`config.mk`:
```
export PLATFORM = sky130hd
export DESIGN_NAME = fetch_assembler_flat
export DESIGN_NICKNAME = d
export VERILOG_FILES = /design/src/rtl/fetch_assembler_if.sv /design/src/rtl/fetch_assembler.sv /design/src/flat_wrapper.sv
export SDC_FILE = /design/constraint.sdc
export NUM_CORES = 1
export LEC_CHECK = 0
export ABC_AREA = 1
export BUFFER_PORTS_ARGS = -buffer_cell sky130_fd_sc_hd__buf_2
export CAP_MARGIN = 20
export CORE_UTILIZATION = 50
export CTS_BUF_LIST = sky130_fd_sc_hd__clkbuf_2 sky130_fd_sc_hd__clkbuf_4 sky130_fd_sc_hd__clkbuf_8
export DETAILED_ROUTE_END_ITERATION = 10
export PLACE_DENSITY = 0.73
export SLEW_MARGIN = 40
export SYNTH_ARGS = -nofsm -noshare
export SYNTH_HDL_FRONTEND = slang
export SYNTH_SLANG_ARGS = --single-unit
```
`constraint.sdc`:
```
create_clock -name clk -period 9.8 [get_ports clk]
set_clock_uncertainty 0.2 [all_clocks]
set_input_delay 1.96 -clock clk [delete_from_list [all_inputs] [get_ports clk]]
set_output_delay 1.96 -clock clk [all_outputs]
set_load 0.01 [all_outputs]
```
`src/rtl/fetch_assembler_if.sv`:
```
// Fetch port bundle: consumer-side controls, byte-ROM strobe/address/data and the instruction word handshake.
// master = fetch_assembler, slave = consumer/ROM environment.
interface fetch_assembler_if;
  logic        run;
  logic        pc_load;
  logic [31:0] pc_in;
  logic [31:0] addr;
  logic        trigger;
  logic [7:0]  data;
  logic [31:0] instr;
  logic [31:0] instr_pc;
  logic        instr_valid;
  logic        instr_ready;

  modport master (
    input  run, pc_load, pc_in, data, instr_ready,
    output addr, trigger, instr, instr_pc, instr_valid
  );

  modport slave (
    output run, pc_load, pc_in, data, instr_ready,
    input  addr, trigger, instr, instr_pc, instr_valid
  );
endinterface

```
`src/rtl/fetch_assembler.sv`:
```
// Byte-serial fetch: four toggle-strobed ROM reads build one little-endian word for a valid/ready port.
// Define FETCH_PREFETCH_EN to add a one-word skid buffer so fetching continues while the output waits.
module fetch_assembler #(
  parameter logic [31:0] RESET_PC = 32'h0000_0000
) (
  input logic               clk,
  input logic               rst,
  fetch_assembler_if.master bus
);
  typedef enum logic [1:0] {IDLE, ADDR, SAMPLE, HOLD} state_t;

  state_t      state_q, state_d;
  logic [1:0]  k_q, k_d;
  logic [31:0] fpc_q, fpc_d;
  logic [31:0] addr_q, addr_d;
  logic        trigger_q, trigger_d;
  logic [31:0] asm_q, asm_d;
  logic [31:0] instr_q, instr_d;
  logic [31:0] instr_pc_q, instr_pc_d;
  logic        instr_valid_q, instr_valid_d;
  logic        xfer;
  logic [31:0] word_w;
`ifdef FETCH_PREFETCH_EN
  logic [31:0] buf_q, buf_d;
  logic [31:0] buf_pc_q, buf_pc_d;
  logic        buf_valid_q, buf_valid_d;
`endif

  assign xfer = instr_valid_q & bus.instr_ready;

  // Partial word with the byte arriving this cycle merged into lane k
  always_comb begin
    word_w = asm_q;
    word_w[{k_q, 3'b000} +: 8] = bus.data;
  end

  always_comb begin
    state_d       = state_q;
    k_d           = k_q;
    fpc_d         = fpc_q;
    addr_d        = addr_q;
    trigger_d     = trigger_q;
    asm_d         = asm_q;
    instr_d       = instr_q;
    instr_pc_d    = instr_pc_q;
    instr_valid_d = instr_valid_q;
`ifdef FETCH_PREFETCH_EN
    buf_d         = buf_q;
    buf_pc_d      = buf_pc_q;
    buf_valid_d   = buf_valid_q;
`endif

    if (xfer) begin
      instr_valid_d = 1'b0;
`ifdef FETCH_PREFETCH_EN
      if (buf_valid_q) begin
        instr_d       = buf_q;
        instr_pc_d    = buf_pc_q;
        instr_valid_d = 1'b1;
        buf_valid_d   = 1'b0;
      end
`endif
    end

    case (state_q)
      IDLE: begin
        if (bus.run) begin
          state_d = ADDR;
          k_d     = 2'd0;
        end
      end
      ADDR: state_d = SAMPLE;
      SAMPLE: begin
        asm_d = word_w;
        if (k_q != 2'd3) begin
          k_d     = k_q + 2'd1;
          state_d = bus.run ? ADDR : IDLE;
        end else begin
          k_d   = 2'd0;
          fpc_d = fpc_q + 32'd4;
`ifdef FETCH_PREFETCH_EN
          if (!instr_valid_d) begin
            instr_d       = word_w;
            instr_pc_d    = fpc_q;
            instr_valid_d = 1'b1;
          end else begin
            buf_d       = word_w;
            buf_pc_d    = fpc_q;
            buf_valid_d = 1'b1;
          end
          // Stall only once both output and buffer hold a word
          if (buf_valid_d)  state_d = HOLD;
          else if (bus.run) state_d = ADDR;
          else              state_d = IDLE;
`else
          instr_d       = word_w;
          instr_pc_d    = fpc_q;
          instr_valid_d = 1'b1;
          state_d       = HOLD;
`endif
        end
      end
      HOLD: begin
        if (xfer) begin
          k_d     = 2'd0;
          state_d = bus.run ? ADDR : IDLE;
        end
      end
      default: state_d = IDLE;
    endcase

    if (bus.pc_load) begin
      fpc_d         = bus.pc_in & ~32'd3;
      k_d           = 2'd0;
      asm_d         = '0;
      instr_valid_d = 1'b0;
`ifdef FETCH_PREFETCH_EN
      buf_valid_d   = 1'b0;
`endif
      // A redirect landing on ADDR detours through IDLE so trigger never toggles on back-to-back edges
      state_d = (bus.run && state_q != ADDR) ? ADDR : IDLE;
    end

    if (state_d == ADDR) begin
      addr_d    = fpc_d + {30'd0, k_d};
      trigger_d = ~trigger_q;
    end
  end

  always_ff @(posedge clk or posedge rst) begin
    if (rst) begin
      state_q       <= IDLE;
      k_q           <= 2'd0;
      fpc_q         <= RESET_PC;
      addr_q        <= RESET_PC;
      trigger_q     <= 1'b0;
      asm_q         <= '0;
      instr_q       <= '0;
      instr_pc_q    <= '0;
      instr_valid_q <= 1'b0;
`ifdef FETCH_PREFETCH_EN
      buf_q         <= '0;
      buf_pc_q      <= '0;
      buf_valid_q   <= 1'b0;
`endif
    end else begin
      state_q       <= state_d;
      k_q           <= k_d;
      fpc_q         <= fpc_d;
      addr_q        <= addr_d;
      trigger_q     <= trigger_d;
      asm_q         <= asm_d;
      instr_q       <= instr_d;
      instr_pc_q    <= instr_pc_d;
      instr_valid_q <= instr_valid_d;
`ifdef FETCH_PREFETCH_EN
      buf_q         <= buf_d;
      buf_pc_q      <= buf_pc_d;
      buf_valid_q   <= buf_valid_d;
`endif
    end
  end

  assign bus.addr        = addr_q;
  assign bus.trigger     = trigger_q;
  assign bus.instr       = instr_q;
  assign bus.instr_pc    = instr_pc_q;
  assign bus.instr_valid = instr_valid_q;
endmodule

```
`src/flat_wrapper.sv`:
```
// flat-port wrapper written by rule: the top's interface ports become plain ports
module fetch_assembler_flat 
#(
  parameter logic [31:0] RESET_PC = 32'h0000_0000
)
  (clk, rst, bus_run, bus_pc_load, bus_pc_in, bus_data, bus_instr_ready, bus_addr, bus_trigger, bus_instr, bus_instr_pc, bus_instr_valid);
  fetch_assembler_if bus_i ();
  input logic clk;
  input logic rst;
  input wire logic [$bits(bus_i.run)-1:0] bus_run;
  input wire logic [$bits(bus_i.pc_load)-1:0] bus_pc_load;
  input wire logic [$bits(bus_i.pc_in)-1:0] bus_pc_in;
  input wire logic [$bits(bus_i.data)-1:0] bus_data;
  input wire logic [$bits(bus_i.instr_ready)-1:0] bus_instr_ready;
  output wire logic [$bits(bus_i.addr)-1:0] bus_addr;
  output wire logic [$bits(bus_i.trigger)-1:0] bus_trigger;
  output wire logic [$bits(bus_i.instr)-1:0] bus_instr;
  output wire logic [$bits(bus_i.instr_pc)-1:0] bus_instr_pc;
  output wire logic [$bits(bus_i.instr_valid)-1:0] bus_instr_valid;
  assign bus_i.run = bus_run;
  assign bus_i.pc_load = bus_pc_load;
  assign bus_i.pc_in = bus_pc_in;
  assign bus_i.data = bus_data;
  assign bus_i.instr_ready = bus_instr_ready;
  assign bus_addr = bus_i.addr;
  assign bus_trigger = bus_i.trigger;
  assign bus_instr = bus_i.instr;
  assign bus_instr_pc = bus_i.instr_pc;
  assign bus_instr_valid = bus_i.instr_valid;
  fetch_assembler #(.RESET_PC(RESET_PC)) u_core (.clk(clk), .rst(rst), .bus(bus_i));
endmodule
```
==> impl_metrics.env, run 1 <==
export IMPL_status="completed"
export IMPL_diodes=0
export IMPL_hold_buffers=0
export IMPL_rsz0062_at_grt="no"
export IMPL_crit_required_ns=9.96
export IMPL_synthCells=1140
export IMPL_gp_congestion=0.9097
export IMPL_via_count=7805
export IMPL_io_buffers=140
export IMPL_antenna_found_initial=0
export IMPL_synth_distinct_cells=40
export IMPL_crit_fanout=19
export IMPL_routed_wl_mm=22.69
export IMPL_syn_area_um2=8761
export IMPL_yosysTopAreaCell="dfrtp_1"
export IMPL_slew_headroom=0.4615
export IMPL_cts_sinks=166
export IMPL_holdPathStages=2
export IMPL_fin_crit_sh=0.5760
export IMPL_timing_rr_end="u_core.bus.addr[24]"
export IMPL_start_util=0.5101
export IMPL_insertion_delay_ns=0.48
export IMPL_setup_tns_ns=0
export IMPL_seqPwrFrac=0.473
export IMPL_end_kind="flip-flop"
export IMPL_drc=0
export IMPL_ys_ff_latch=166
export IMPL_p_int_mw=1.149
export IMPL_ys_seq_area_frac=0.4742
export IMPL_setup_viol=0
export IMPL_row_count=48
export IMPL_drt_iter0_drc=536
export IMPL_syn_avg_cell_area_um2=7.685
export IMPL_yosys_cell_count_top_type="nand2_1"
export IMPL_p_leak_nw=5.138
export IMPL_cp_arrival_ns=5.80
export IMPL_r2r_start="u_core.state_q[0]"
export IMPL_reg2reg_slack_ns=5.26
export IMPL_track_usage=0.2681
export IMPL_synth_edf_count=0
export IMPL_place_inst=1470
export IMPL_grt_pass1_wl_mm=37.59
export IMPL_crit_slowest_cell="clkinv_1"
export IMPL_grt_pass1_vias=7448
export IMPL_dieWidth_um=134.4
export IMPL_cts_setup_buffers=0
export IMPL_period_minus_slack_ns=5.644
export IMPL_power_mw=1.791
export IMPL_cts_resized=0
export IMPL_path_class="primary input to flip-flop"
export IMPL_min_to="u_core.bus.addr[27]"
export IMPL_fmax_mhz=177.2
export IMPL_yosys_warnings=0
export IMPL_ys_flop_type="dfrtp_1"
export IMPL_grt_ovfl_total=0
export IMPL_worstSetupStartpointType="primary input"
export IMPL_cts_buffer_depth=2
export IMPL_path_clk_slew_ns=0.10
export IMPL_drt_first_pass_iters=5
export IMPL_fin_cells=1502
export IMPL_synthToLayoutAreaGrowth_pct=14.57
export IMPL_max_stage_delay_ns=0.67
export IMPL_chipHeight_um=134.4
export IMPL_slew_viol_final=0
export IMPL_nNetsFinal=1319
export IMPL_worst_pin_slew_ns=0.8028
export IMPL_power_density_nw_per_um2=178.4
export IMPL_synth_nets=1195
export IMPL_yosys_top_cells_count="326 x nand2_1, 166 x dfrtp_1, 156 x inv_1"
export IMPL_fillers=1643
export IMPL_drtAntennaViolNets=0
export IMPL_ys_async_sr_fraction=1.000
export IMPL_synth_area_leaders="dfrtp_1 47%, nand2_1 14%, inv_1 6.7%, nand3_1 5.4%, o21ai_0 5.2%"
export IMPL_swShare=0.3582
export IMPL_core_area_um2=17180
export IMPL_synth_top_area_share=0.4742
export IMPL_h_tree_depth=4
export IMPL_dpl_worst_slack_ns=3.654
export IMPL_drive_gt1_frac=0.2036
export IMPL_cts_buffers=17
export IMPL_path_cells="buf_2 > nor2_2 > clkinv_1 > o22ai_1 > o21ai_0 > inv_1 > ha_1 > inv_1 > fa_1 > inv_1 > nand3_2 > nor2_2 > nand3_1 > nor2_1 > nand2_1 > nor2_4 > nand3_1 > nand3_1 > nand2_1"
export IMPL_p_clk_frac=0.288
export IMPL_grt_start_max_net_pins=97
export IMPL_finalHoldViolations=0
export IMPL_pwr_share_comb=0.238
export IMPL_die_area_um2=18060
export IMPL_hpwl_mm=16.76
export IMPL_cts_root_buf="clkbuf_8"
export IMPL_avgViaCountPerCell=5.196
export IMPL_p_sw_uw=641.6
export IMPL_wire_per_inst_um=15.11
export IMPL_setup_slack_ns=4.156
export IMPL_ir_worst_vdd_mv=0.09096
export IMPL_ioPinCount=143
export IMPL_cap_violations=0
export IMPL_cts_tree="yes"
export IMPL_hold_path_class="flip-flop to flip-flop"
export IMPL_min_from="u_core.bus.addr[27]"
export IMPL_r2r_cells=20
export IMPL_cp_num_buf_inv=5
export IMPL_critPathTopFamily="simple AND/OR/NAND/NOR gates"
[state kept, by name (all words and copies together) (netlist names)]
register,cells
u_core.asm_q,32
u_core.bus.addr,32
u_core.bus.instr,32
u_core.bus.instr_pc,32
u_core.fpc_q,32
u_core.k_q,2
u_core.state_q,2
u_core.bus.instr_valid,1
u_core.bus.trigger,1
[per-layer routing]
metal  vias up  routed length [um]  part of all wire  track usage
met2       230               10320              0.45       0.4203
met3        36                1052             0.046      0.03477
met4         0                 495             0.022      0.09613
met1      3641               10830              0.48       0.3817
li1       3898                   -                 -            -
met5         -                   0                 0            0
[worst max path at each step]
stage                          end        start  cells after the start  slack (ns)
3_5_place_dp   u_core.bus.addr[28]  bus_pc_load                     19        3.65
4_1_cts        u_core.bus.addr[24]  bus_pc_load                     20        4.15
5_1_grt        u_core.bus.addr[28]  bus_pc_load                     19        3.79
2_1_floorplan      u_core.asm_q[0]          rst                      1        3.15
6_report       u_core.bus.addr[24]  bus_pc_load                     19        4.16
3_3_place_gp   u_core.bus.addr[24]  bus_pc_load                     19        3.24
[cell type report]
| class | count | area, um^2 | share of cell area |
|---|---|---|---|
| clock buffer | 17 | 234.0 | 0.02331 |
| clock inverter | 15 | 177.7 | 0.01770 |
| inverter | 163 | 619.3 | 0.06171 |
| multi-input combinational | 772 | 3836 | 0.3822 |
| sequential | 166 | 4154 | 0.4139 |
| tap | 225 | 281.5 | 0.02805 |
| timing repair buffer | 144 | 734.5 | 0.07317 |
[logic make-up (layout without fill, tap and decap cells)]
family	Yosys count	after routing	share of synthesized area
and+or+nand+nor	597	597	0.3123
buffers and inverters	202	339	0.08911
DFF	166	166	0.4741
AOI/OAI and AO/OA	156	156	0.1003
adders and majority gates	10	10	0.01514
xor gates and xnor gates	9	9	0.008998
[layout by cell type, fill, tap and decap left out, types with 2 or more instances in the layout]
cell type,instances
nand2_1,325
dfrtp_1,166
inv_1,154
buf_2,140
nand3_1,94
o21ai_0,91
nor2_1,75
o22ai_1,40
or2_2,22
nand4_1,18
clkbuf_8,17
nand2_2,16
nor2_2,14
nand3_2,10
ha_1,9
nor2_4,8
xor2_1,8
inv_8,8
nor3_1,7
a41oi_1,7
inv_2,6
a21oi_1,5
a31oi_1,5
o21ai_1,3
clkinv_4,3
inv_6,3
buf_4,3
nand3_4,2
nor2_8,2
nand2_4,2
clkinv_1,2
[worst min-delay path: stages (launching register included)]
cell     delay [ns]
dfrtp_1        0.35
nand2_1        0.05
nand2_1        0.06
[power by group through the flow]
stage               Clock, mW  Combinational, mW  Sequential, mW
floorplan                   0              0.228           0.891
global placement            0              0.420           0.860
detailed placement          0              0.428           0.859
CTS                     0.521              0.431           0.848
global route            0.547              0.483           0.861
finish                  0.516              0.427           0.848
[metrics by stage]
stage,util,hold WS (ns),cell area (um^2)
after floorplan,-,0.2613,8761
after global placement,0.5597,0.2584,9614
after detailed placement,0.5604,0.2607,9625
after CTS,0.5844,0.2842,10040
after global routing,0.5844,0.2903,10040
final,0.5844,0.2791,10040
(Power assumes the default switching activity.)
==> inputs of run 2 (changes only) <==
Clock period 9.8 ns to 5.5 ns, I/O delays scaled along.
==> run 2 against run 1 <==
Against the previous run:
- combinational power rose by 78%
- via count barely moved
- final cell count rose by 0.20%
- critical path depth rose by 1
- flip-flop and latch count did not move
==> impl_metrics.env, run 2 (synthesis gave the netlist of run 1 again) <==
export IMPL_setup_slack_ns=1.685
export IMPL_start_util=0.5101
export IMPL_postLayoutCellArea_um2=10070
export IMPL_final_common_cell="nand2_1"
export IMPL_path_class="primary input to flip-flop"
export IMPL_gp_congestion=0.9539
export IMPL_grt_ovfl_total=0
export IMPL_via_count=7810
export IMPL_cts_resized=0
export IMPL_hold_buffers=0
export IMPL_met1_usage=0.3736
export IMPL_holdWs_ns=0.2840
export IMPL_synthToLayoutAreaGrowth_pct=15.00
export IMPL_cts_setup_buffers=0
export IMPL_rsz0062_at_grt="no"
export IMPL_insertion_delay_ns=0.46
export IMPL_drt_iter0_drc=588
export IMPL_ir_worst_vdd_mv=0.1920
export IMPL_drt_first_pass_iters=5
export IMPL_fillers=1638
export IMPL_power_density_nw_per_um2=312.9
export IMPL_dpl_worst_slack_ns=1.201
export IMPL_crit_required_ns=5.65
export IMPL_grt_pass1_vias=7373
export IMPL_nNetsFinal=1322
export IMPL_multiInputGateArea_um2=3834
export IMPL_avgViaCountPerCell=5.189
export IMPL_power_mw=3.152
export IMPL_cts_sinks=166
export IMPL_crit_slowest_cell="fa_1"
export IMPL_utilization=0.5865
export IMPL_path_cells="buf_2 > nor2_1 > buf_4 > clkinv_1 > o22ai_1 > o21ai_0 > inv_1 > ha_1 > inv_1 > fa_1 > inv_1 > nand3_2 > inv_1 > nand2_1 > nor2_2 > nand3_2 > nor3_1 > nand3_1 > nand3_1 > nand2_1"
export IMPL_row_count=48
export IMPL_grt_use_met2=0.4174
export IMPL_end_kind="flip-flop"
export IMPL_slew_viol_final=0
export IMPL_drc=0
export IMPL_cp_arrival_ns=3.97
export IMPL_drtAntennaViolNets=0
export IMPL_fin_cells=1505
export IMPL_setup_viol=0
export IMPL_die_area_um2=18060
export IMPL_max_stage_delay_ns=0.40
export IMPL_diodes=0
export IMPL_wire_per_inst_um=14.98
export IMPL_placed_area_um2=9671
export IMPL_track_usage=0.2633
export IMPL_cts_buffer_depth=2
export IMPL_fmax_mhz=262.1
export IMPL_p_leak_nw=5.154
export IMPL_use_met3=0.03439
export IMPL_grt_busiest_layer="met2"
export IMPL_grt_pass1_wl_mm=37.27
export IMPL_worst_pin_slew_ns=0.8190
export IMPL_cts_buffers=17
export IMPL_fin_crit_sh=0.6937
export IMPL_ioPinCount=143
export IMPL_final_cell_mix="325 x nand2_1, 166 x dfrtp_1, 155 x inv_1, 140 x buf_2, 94 x nand3_1"
export IMPL_cap_violations=0
export IMPL_period_minus_slack_ns=3.815
export IMPL_setup_tns_ns=0
export IMPL_place_inst=1473
export IMPL_regArea_um2=4154
export IMPL_crit_fanout=17
export IMPL_chipHeight_um=134.4
export IMPL_worst_path_most_repeated_cell="inv_1"
export IMPL_grt_start_max_net_pins=96
export IMPL_core_area_um2=17180
export IMPL_dieWidth_um=134.4
export IMPL_antenna_found_initial=0
export IMPL_h_tree_depth=4
export IMPL_drive_gt1_frac=0.2047
export IMPL_worstSetupStartpointType="primary input"
export IMPL_path_clk_slew_ns=0.09
export IMPL_io_buffers=140
export IMPL_status="completed"
export IMPL_cts_tree="yes"
export IMPL_slew_headroom=0.4534
export IMPL_hpwl_mm=16.73
export IMPL_routed_wl_mm=22.55
export IMPL_finalHoldViolations=0
export IMPL_hold_path_class="flip-flop to flip-flop"
export IMPL_cts_root_buf="clkbuf_8"
run 2: cell types whose count changed in the layout (fill, tap and decap cells not counted), moves of 2 or more:
| cell | delta |
|---|---|
| inv_8 | -3 |
| clkinv_8 | +2 |
| clkinvlp_4 | +2 |
| buf_4 | +2 |
run 2: layer usage:
layer	vias to the layer above	part of all wire
li1	3907	-
met1	3626	0.48
met2	256	0.45
met3	21	0.052
met4	0	0.017
met5	-	0
run 2: area by class of cell:
class	count	area share
tap	225	0.02794
clock inverter	14	0.01552
sequential	166	0.4123
timing repair buffer	147	0.07799
clock buffer	18	0.02459
inverter	163	0.06110
multi-input combinational	772	0.3805
run 2: path summary, 6_finish.rpt:
kind                                          from  cells after the start                       to  slack [ns]
worst max-delay path                   bus_pc_load                     20      u_core.bus.addr[28]        1.68
worst min-delay path            u_core.bus.trigger                      1       u_core.bus.trigger        0.28
worst min register to register  u_core.bus.trigger                      1       u_core.bus.trigger        0.28
worst max register to register       u_core.k_q[0]                     11      u_core.bus.addr[31]        1.78
min in group asynchronous                      rst                      3   u_core.bus.instr_pc[7]        0.57
max in group asynchronous                      rst                      4  u_core.bus.instr_pc[18]        3.80
run 2: where the power goes:
| group | internal (mW) | switching, mW |
|---|---|---|
| clock network | 0.356 | 0.522 |
| registers | 1.39 | 0.119 |
| logic | 0.269 | 0.492 |
| total | 2.02 | 1.13 |
run 2: worst max-delay path: cells and delay by family:
| kind | cells | cell delay (ns) |
|---|---|---|
| and+or+nand+nor | 9 | 1.20 |
| adders and majority gates | 2 | 0.56 |
| buffers and inverters | 7 | 0.90 |
| AOI/OAI and AO/OA | 2 | 0.20 |
